<file path="src/rtl/result_serializer.sv">
// result_serializer: captures filter result vectors into a small FIFO and streams
// them out one pixel per cycle, highest pixel index first.
module result_serializer #(
    parameter int PIXEL_SIZE = 3,
    parameter int PIXEL_NUM  = 3,
    parameter int DEPTH      = 4
) (
    input  logic                                     clk,
    input  logic                                     areset,
    input  logic                                     in_valid,
    input  logic [PIXEL_NUM-1:0][(2**PIXEL_SIZE)-1:0] in_vec,
    input  logic                                     flush,
    output logic [(2**PIXEL_SIZE)-1:0]               out_data,
    output logic                                     out_valid,
    output logic                                     out_last,
    input  logic                                     out_ready,
    output logic [$clog2(DEPTH+1)-1:0]               count,
    output logic                                     full,
    output logic                                     overflow
);
    localparam int PW = 2**PIXEL_SIZE;
    localparam int AW = $clog2(DEPTH);
    localparam int CW = $clog2(DEPTH+1);
    localparam int IW = PIXEL_NUM > 1 ? $clog2(PIXEL_NUM) : 1;
    localparam logic [IW-1:0] LAST = IW'(PIXEL_NUM-1);

    logic [PIXEL_NUM-1:0][PW-1:0] mem [DEPTH];
    logic [AW-1:0] wr_ptr, rd_ptr;
    logic [IW-1:0] idx;
    logic wr, xfer, pop;

    // a full FIFO rejects even when a pop happens on the same edge
    assign full      = count == CW'(DEPTH);
    assign wr        = in_valid && !full && !flush;
    assign out_valid = count != '0;
    assign out_last  = out_valid && idx == LAST;
    assign xfer      = out_valid && out_ready;
    assign pop       = xfer && idx == LAST;
    assign out_data  = out_valid ? mem[rd_ptr][LAST - idx] : '0;

    always_ff @(posedge clk)
        if (wr) mem[wr_ptr] <= in_vec;

    always_ff @(posedge clk or negedge areset) begin
        if (!areset) begin
            wr_ptr   <= '0;
            rd_ptr   <= '0;
            idx      <= '0;
            count    <= '0;
            overflow <= 1'b0;
        end else if (flush) begin
            wr_ptr   <= '0;
            rd_ptr   <= '0;
            idx      <= '0;
            count    <= '0;
            overflow <= 1'b0;
        end else begin
            if (wr) wr_ptr <= wr_ptr + 1'b1;
            if (xfer) idx <= pop ? '0 : idx + 1'b1;
            if (pop) rd_ptr <= rd_ptr + 1'b1;
            count <= count + CW'(wr) - CW'(pop);
            if (in_valid && full) overflow <= 1'b1;
        end
    end
endmodule

</file>
<file path="config.mk">
export PLATFORM = sky130hd
export DESIGN_NAME = result_serializer
export DESIGN_NICKNAME = d
export VERILOG_FILES = /design/src/rtl/result_serializer.sv
export SDC_FILE = /design/constraint.sdc
export NUM_CORES = 1
export LEC_CHECK = 0
export BUFFER_PORTS_ARGS = -buffer_cell sky130_fd_sc_hd__buf_2
export CAP_MARGIN = 15
export CORE_MARGIN = 1.5
export CORE_UTILIZATION = 40
export CTS_CLUSTER_SIZE = 10
export DETAILED_ROUTE_END_ITERATION = 7
export SKIP_CTS_REPAIR_TIMING = 1
export SYNTH_ARGS = -nofsm -noshare
export SYNTH_HDL_FRONTEND = slang
export SYNTH_SLANG_ARGS = --single-unit
</file>
<file path="constraint.sdc">
create_clock -name clk -period 7 [get_ports clk]
set_clock_uncertainty 0.05 [all_clocks]
set_input_delay 1.4 -clock clk [delete_from_list [all_inputs] [get_ports clk]]
set_output_delay 1.4 -clock clk [all_outputs]
set_load 0.03 [all_outputs]
</file>
==> results.txt, run 1 <==
- Detailed placement ended at an HPWL of 4.88 mm.
* Final Max Tran Viols: 0
* Via count of the first global-routing pass: approximately 2100
- The number of antenna violations at the first check in global routing is 0.
* Highest cell delay on the worst timing path: around 860 ps
- After detailed routing, the average wire length per cell comes to between 15 and 20 um.
- Layout cell share with drive strength beyond 1: between 20% and 30%
* Actual slew at the worst max-slew pin: about 900 ps
- Synth cell types: 37
- Synthesized netlist net count: around 260
- In the post-synthesis netlist, the biggest area contributors are sky130_fd_sc_hd__edfxtp_1 67%, sky130_fd_sc_hd__mux4_2 6.8%, sky130_fd_sc_hd__mux4_1 6.1%, sky130_fd_sc_hd__dfrtp_1 5.8%, sky130_fd_sc_hd__ha_1 2.3%.
* Pre-CTS setup slack: around 2700 ps
* Clock slew at the register clock pins of the worst setup and hold paths: roughly 100 ps
* Final hold vios: 0
* Unrepaired setup endpoints after global routing: no
- Dividing the synthesized area by the synthesized cell count gives 19.8 um2.
- The die is between 100 and 150 um wide.
* # rows: 37
- Source-to-sink clock delay at the later pin of the worst-skew pair: between 300 and 400 ps
- In the synthesized netlist the dominant register cell turns out to be sky130_fd_sc_hd__edfxtp_1.
- Pin count of the biggest net entering global routing: 25
* Effective utilization at floorplan: a little over 40%
- CTS placed an instance of sky130_fd_sc_hd__clkbuf_8 at the clock tree root.
* Yosys warnings: 0
* Cell count after synthesis: around 220
- Die Outline Area: 11400 um2
- At the worst endpoint, the required time is ~5600 ps.
* Cell with the most instances after synthesis: sky130_fd_sc_hd__edfxtp_1
* Arrival time reported for the critical path endpoint: 3180 ps
- Before antenna repair, the detailed router went through 4 iterations.
- Once layout is complete, the utilization of the core stands at a little under half.
- The total overflow left after global routing is 0.
* Share of the clock period used by the worst path after layout: around two thirds
- Final hold analysis gives a worst-case slack of roughly 460 ps.
- Cell taking the most area after synthesis: sky130_fd_sc_hd__edfxtp_1
- The number of clock buffers added by TritonCTS is 9.
* Final Setup Violations: 0
- Maximum clock path buffer count: 2
* Most used standard cells in the synthesized netlist: 96 x sky130_fd_sc_hd__edfxtp_1, 14 x sky130_fd_sc_hd__inv_1, 13 x sky130_fd_sc_hd__mux4_2
* Run status: finished clean
- Setup slack on the critical path of the routed design comes to roughly 2400 ps.
- Post-route minimum period: between 4000 and 5000 ps
- Final #Nets: 307
- Kind of start point of the critical path: flip-flop
- Antenna fix cells: 0
- Headroom to the max-slew limit: roughly two fifths
- After detailed routing, the number of vias per cell comes to 5.06.
- Summing the sequential cell areas from Yosys gives approximately 73% of the chip area.
- After detailed routing, the number of remaining DRC violations is 0.
- Summing every instance area after synthesis gives ~4300 um2.
* Worst ir drop on vdd: about 0.10 mV
* Post-synthesis to final-layout area growth: 13.0%
- In this run, synthesis produced a sequential element count of approximately 110.
- Family with the most delay on the worst path: flip-flops
- For this design the static power due to leakage is around 1.7 nW.
* Worst hold path class: flip-flop to flip-flop
- Routability-driven placement finished with a final weighted congestion of approximately 0.7.
- The core region is ~10000 um2.
- Based on the critical path, the design can be clocked at up to ~0.22 GHz.
- Highest-delay cell along the critical path: sky130_fd_sc_hd__dfrtp_1
* I/O pins: 44
- Counting both buffers and inverters, the worst setup path holds a total of 2.
- Area share of the leading cell type in the synthesized netlist: between 60 and 70%
* Cell Count, Final, Fillers Out: between 400 and 500
- The critical path is of the flip-flop to primary output type.
- Once placement completed, the tool counted placed cells totaling 394.
- The tool flagged a number of max-cap violations equal to 0.
- Traced cell by cell, the critical path runs through inv_1 > ha_1 > nor3_1 > a22oi_1 > o21ai_1 > buf_2.
* CTS tree: built
- The first global-routing pass estimated 11.8 mm of wire.
- Vertical die dimension: 107 um
* Critical path peak fanout: 20
- After detailed routing, the total wire length is 7.41 mm.
* Endpoint class of the critical path: primary output
* Summed negative setup slack over all endpoints: 0 ps
- # clock sinks: approximately 110
* Power density over the cells: approximately 250 nW/um2
* Async SR Flop Fraction: a little under a tenth
* EDFF count, synth: between 90 and 100
* Number of vias after detailed routing: about 2100
- Global routing consumed, over all layers together, between 10% and 20% of the routing resources.
- During placement, the flow inserted port buffers numbering between 40 and 50.
- The detailed router finished its first iteration with 75 violations.
- Number of routed nets with antenna violations: 0
- H-tree levels: 3
==> cells in the final DEF, fill, tap and decap left out, types with 2 or more instances in the layout <==
cell                         Yosys  layout
sky130_fd_sc_hd__edfxtp_1       96      96
sky130_fd_sc_hd__buf_2           3      43
sky130_fd_sc_hd__inv_1          14      14
sky130_fd_sc_hd__mux4_2         13      13
sky130_fd_sc_hd__mux4_1         10      10
sky130_fd_sc_hd__dfrtp_1        10      10
sky130_fd_sc_hd__clkbuf_8        0       9
sky130_fd_sc_hd__nor2_1          8       8
sky130_fd_sc_hd__ha_1            8       8
sky130_fd_sc_hd__o21ai_1         7       7
sky130_fd_sc_hd__a22oi_1         6       6
sky130_fd_sc_hd__and2_1          5       5
sky130_fd_sc_hd__buf_4           1       5
sky130_fd_sc_hd__mux2i_1         3       3
sky130_fd_sc_hd__xnor2_1         3       3
sky130_fd_sc_hd__nand2_1         3       3
sky130_fd_sc_hd__a21oi_1         3       3
sky130_fd_sc_hd__clkinv_2        0       3
sky130_fd_sc_hd__nand3_1         2       2
sky130_fd_sc_hd__nand4b_1        2       2
sky130_fd_sc_hd__xor2_1          2       2
sky130_fd_sc_hd__clkinvlp_4      0       2
==> worst reg2reg max path, stage by stage, from the launching register on <==
cell	delay (ps)
sky130_fd_sc_hd__dfrtp_1	860
sky130_fd_sc_hd__inv_1	140
sky130_fd_sc_hd__ha_1	290
sky130_fd_sc_hd__and3_1	190
sky130_fd_sc_hd__ha_1	290
sky130_fd_sc_hd__inv_1	60
sky130_fd_sc_hd__ha_1	120
sky130_fd_sc_hd__inv_1	40
sky130_fd_sc_hd__fa_1	370
sky130_fd_sc_hd__xor2_1	170
sky130_fd_sc_hd__xnor2_1	130
sky130_fd_sc_hd__nor2_1	50
==> final timing paths <==
path	slack, ps	cells past startpoint	to	startpoint
min in group asynchronous	820	1	count[2]$_DFF_PN0_	areset
worst max register to register	4120	11	count[2]$_DFF_PN0_	idx[0]$_DFFE_PN0P_
worst max-delay path	2370	6	out_data[3]	idx[0]$_DFFE_PN0P_
worst min-delay path	460	2	overflow$_DFFE_PN0P_	overflow$_DFFE_PN0P_
max in group asynchronous	5890	1	idx[0]$_DFFE_PN0P_	areset
worst min register to register	460	2	overflow$_DFFE_PN0P_	overflow$_DFFE_PN0P_
==> cells by family (layout without fill, tap and decap cells) <==
group           count (synthesis)  in the layout  share of synthesized area (%)
buf+inv                        22             79                           2.65
xor+xnor                        5              5                           1.02
flops                         106            106                           73.0
compound gates                 19             19                           2.86
fa+ha+maj                       9              9                           2.80
simple gates                   30             30                           4.05
mux                            26             26                           13.6
==> report_power, final <==
part	internal [mW]	leakage, nW	switching (mW)
Combinational	0.0417	0.601	0.0769
Clock	0.165	0.0954	0.202
Sequential	0.715	1.01	0.0119
Total	0.921	1.70	0.290
==> registers in the layout, summed over array words and instances, names as in the netlist <==
register	cells
count	3
idx	2
mem	96
overflow	1
rd_ptr	2
wr_ptr	2
==> per-layer routing <==
metal	track usage (%)	wire, um
met2	23.6	3760
met4	7.14	151
met3	2.74	277
met5	0	0
met1	18.9	3210
==> layout make-up <==
cell class / count / area (um2)
clock buffer: 9 / 124
clock inverter: 7 / 68.8
fill: 914 / 5520
inverter: 15 / 56.3
multi-input combinational: 89 / 1050
sequential: 106 / 3130
tap: 136 / 170
timing repair buffer: 48 / 253
==> through the flow <==
step,instance area (um2),power (mW)
2_1_floorplan,4290,0.815
3_3_place_gp,4660,0.861
3_5_place_dp,4660,0.863
4_1_cts,4850,1.22
5_1_grt,4850,1.26
6_report,4850,1.21
No activity file was read; power rests on OpenSTA's default activity.
==> run 2: changes to the inputs <==
==> constraint.sdc (replaced) <==
create_clock -name clk -period 3.95 [get_ports clk]
set_clock_uncertainty 0.05 [all_clocks]
set_input_delay 0.79 -clock clk [delete_from_list [all_inputs] [get_ports clk]]
set_output_delay 0.79 -clock clk [all_outputs]
set_load 0.03 [all_outputs]
==> run 2 against run 1 <==
Effect of this change: routed wire length up 0.55%; global-route usage down 0.14 points; core utilization up 0.084 points; via count down 0.48%; setup slack worse by 1400 ps; worst hold slack worse by 250 ps; register-to-register slack worse by 2800 ps; first-iteration DRC count up 79%; combinational power up 85%; critical path depth down 1; clock power up 67%.
==> results.txt, run 2 (same netlist as run 1, synthesis figures left out) <==
- Top library cells by usage in the layout, fill and taps aside: 96 x sky130_fd_sc_hd__edfxtp_1, 43 x sky130_fd_sc_hd__buf_2, 14 x sky130_fd_sc_hd__inv_1, 13 x sky130_fd_sc_hd__mux4_2 (unchanged).
- Worst hold path class: primary input to async pin (was flip-flop to flip-flop)
* Initial antenna violation count: 0 (unchanged)
- Dividing the final minimum period by the clock period gives approximately 76%.
* Average wire length per cell after detail routing: 18.0 um (was 18.1 um)
- The first-iteration detailed-routing DRC count is 134 (was 75).
- DRC: 0 (unchanged)
* Antenna fix cells: 0 (unchanged)
- The kind of critical path was flip-flop to primary output (unchanged).
- The clock-pin slew of the registers on the worst-case setup and hold paths came to 110 ps (was 100 ps).
- RePlAce Congestion: 0.745 (was 0.700)
- Final Setup Violations: 0 (unchanged)
- The total via count in the routed design came to 2063 (was 2073).
* Aggregate global routing overflow: 0 (unchanged)
- Largest register by flop count: mem (unchanged)
- Effective utilization at floorplan: 41.4% (unchanged)
- The cell leakage power is 1.72 nW (was 1.70 nW).
- # rows: 37 (unchanged)
- Post-route minimum period: ~3000 ps
- Die Outline Area: 11400 um2 (unchanged)
* Root Buffer Master: sky130_fd_sc_hd__clkbuf_8 (unchanged)
* Most frequent standard cell in the layout excluding fill and tap cells: sky130_fd_sc_hd__edfxtp_1 (unchanged)
* Final Max Tran Viols: 0 (unchanged)
- Die Width: 107 um (unchanged)
- The number of fill cells in the layout was 929 (was 914).
- Maximum clock path buffer count: 2 (unchanged)
* Final hold vios: 0 (unchanged)
- The total wire length after detailed routing was 7.45 mm (was 7.41 mm).
- Power density over the cells: 435 nW/um2 (was 250 nW/um2)
- The maximum fanout count along the critical path came to 14 (was 20).
* Layout cell share with drive strength beyond 1: 30.3% (was 29.6%)
- Total global routing track utilization: 14.4% (was 14.5%)
- Max reg flops: 96 (unchanged)
- The sink count of the clock tree came to 106 (unchanged).
* DR vias/cell: 5.00 (was 5.06)
- The post-detailed-placement half-perimeter wirelength is 4.92 mm (was 4.88 mm).
- Number of routed nets with antenna violations: 0 (unchanged)
- The element type at the critical path start is a flip-flop (unchanged).
- Source-to-sink clock delay at the later pin of the worst-skew pair: 370 ps (about the same)
* I/O pins: 44 (unchanged)
- The number of input and output port buffers inserted was 43 (unchanged).
- Area of the multi-input gates: 1050 um2 (unchanged)
- The largest net degree at the start of global routing was 25 (unchanged).
- Headroom to the max-slew limit: 59.6% (was 39.8%)
- Actual slew at the worst max-slew pin: 606 ps (was 897 ps)
- The total negative setup slack was 0 ps (unchanged).
- H-tree levels: 3 (unchanged)
- Area taken by flip-flops and latches: 3130 um2 (unchanged)
- The register-to-register setup slack is 1320 ps (was 4120 ps).
- Global-route wire length before repair: 11.7 mm (was 11.8 mm)
- The worst IR drop on VDD came to 0.176 mV (was 0.105 mV).
- Arrival time reported for the critical path endpoint: 2170 ps (was 3180 ps)
- Required time of the critical path: 3110 ps (was 5550 ps)
- The CTS tree is built (unchanged).
- The detailed-routing iteration count for the pre-antenna-repair pass is 4 (unchanged).
* Maximum frequency from static timing analysis: roughly 0.33 GHz
* Vertical die dimension: 107 um (unchanged)
- Run status: finished clean (unchanged)
- Top Registers: mem (96), count (3) (unchanged)
* PnR Total Power: 2.11 mW (was 1.21 mW)
- The core area came to 10400 um2 (unchanged).
- The CTS buffer count is 9 (unchanged).
- The number of max-capacitance violations reported was 0 (unchanged).
- The final net count was 310 (was 307).
- The via count of the first global-routing pass is 2175 (was 2138).
- Unrepaired setup endpoints after global routing: no (unchanged).
* Endpoint class of the critical path: primary output (unchanged)
- Post-synthesis to final-layout area growth: 13.2% (was 13.0%)
==> run 2: cell types whose count changed in the layout (fill, tap and decap cells not counted) <==
cell / delta
sky130_fd_sc_hd__buf_4: +3
sky130_fd_sc_hd__bufinv_16: -1
sky130_fd_sc_hd__clkinv_2: -1
sky130_fd_sc_hd__clkinv_4: +3
sky130_fd_sc_hd__clkinvlp_4: -1
sky130_fd_sc_hd__inv_6: -1
sky130_fd_sc_hd__inv_8: +1
==> run 2: area by class of cell <==
| type | count | area share (%) |
|---|---|---|
| flip-flops and latches | 106 | 64.5 |
| multi-input cells | 89 | 21.5 |
| well taps | 136 | 3.50 |
| clock buffers | 9 | 2.55 |
| inverters | 15 | 1.16 |
| repair buffers | 51 | 5.66 |
| clock inverters | 7 | 1.13 |
==> run 2: layer usage <==
layer  part of all wire [%]  vias up  GRT usage (%)
li1                       -      971              -
met5                      0        -              0
met1                     45     1048           18.5
met3                    4.3        7           4.38
met2                     49       37           23.1
met4                    1.2        0           5.43
==> run 2: final timing paths <==
check,from,endpoint,cells after the start
hold reg to reg,overflow$_DFFE_PN0P_,overflow$_DFFE_PN0P_,2
max in group asynchronous,areset,rd_ptr[0]$_DFFE_PN0P_,1
min in group clk,overflow$_DFFE_PN0P_,overflow$_DFFE_PN0P_,2
setup reg to reg,count[1]$_DFF_PN0_,count[2]$_DFF_PN0_,11
hold / removal,areset,count[1]$_DFF_PN0_,1
setup / recovery,rd_ptr[0]$_DFFE_PN0P_,out_data[3],5
==> run 2: report_power, final <==
part           internal, mW  switching, mW  leakage [nW]
sequential             1.27         0.0136          1.01
combinational        0.0759          0.144         0.617
clock                 0.235          0.377        0.0911
==> run 2: through the flow <==
stage          cells  util (%)  hold slack, ps  worst slack, ps  instance area, um2
2_1_floorplan    217         -             444              812                4290
3_3_place_gp     397      45.1             433             1320                4680
3_5_place_dp     397      45.1             441             1270                4680
4_1_cts          413      46.9             216              874                4860
5_1_grt          413      46.9             194              731                4860
6_report         413      46.9             211              936                4860
==> run 2: critical path, cell delays in order (launching register included) <==
cell                      delay [ps]
sky130_fd_sc_hd__dfrtp_1         360
sky130_fd_sc_hd__buf_4           280
sky130_fd_sc_hd__mux4_1          640
sky130_fd_sc_hd__a22oi_1         210
sky130_fd_sc_hd__o21ai_1         110
sky130_fd_sc_hd__buf_2           190
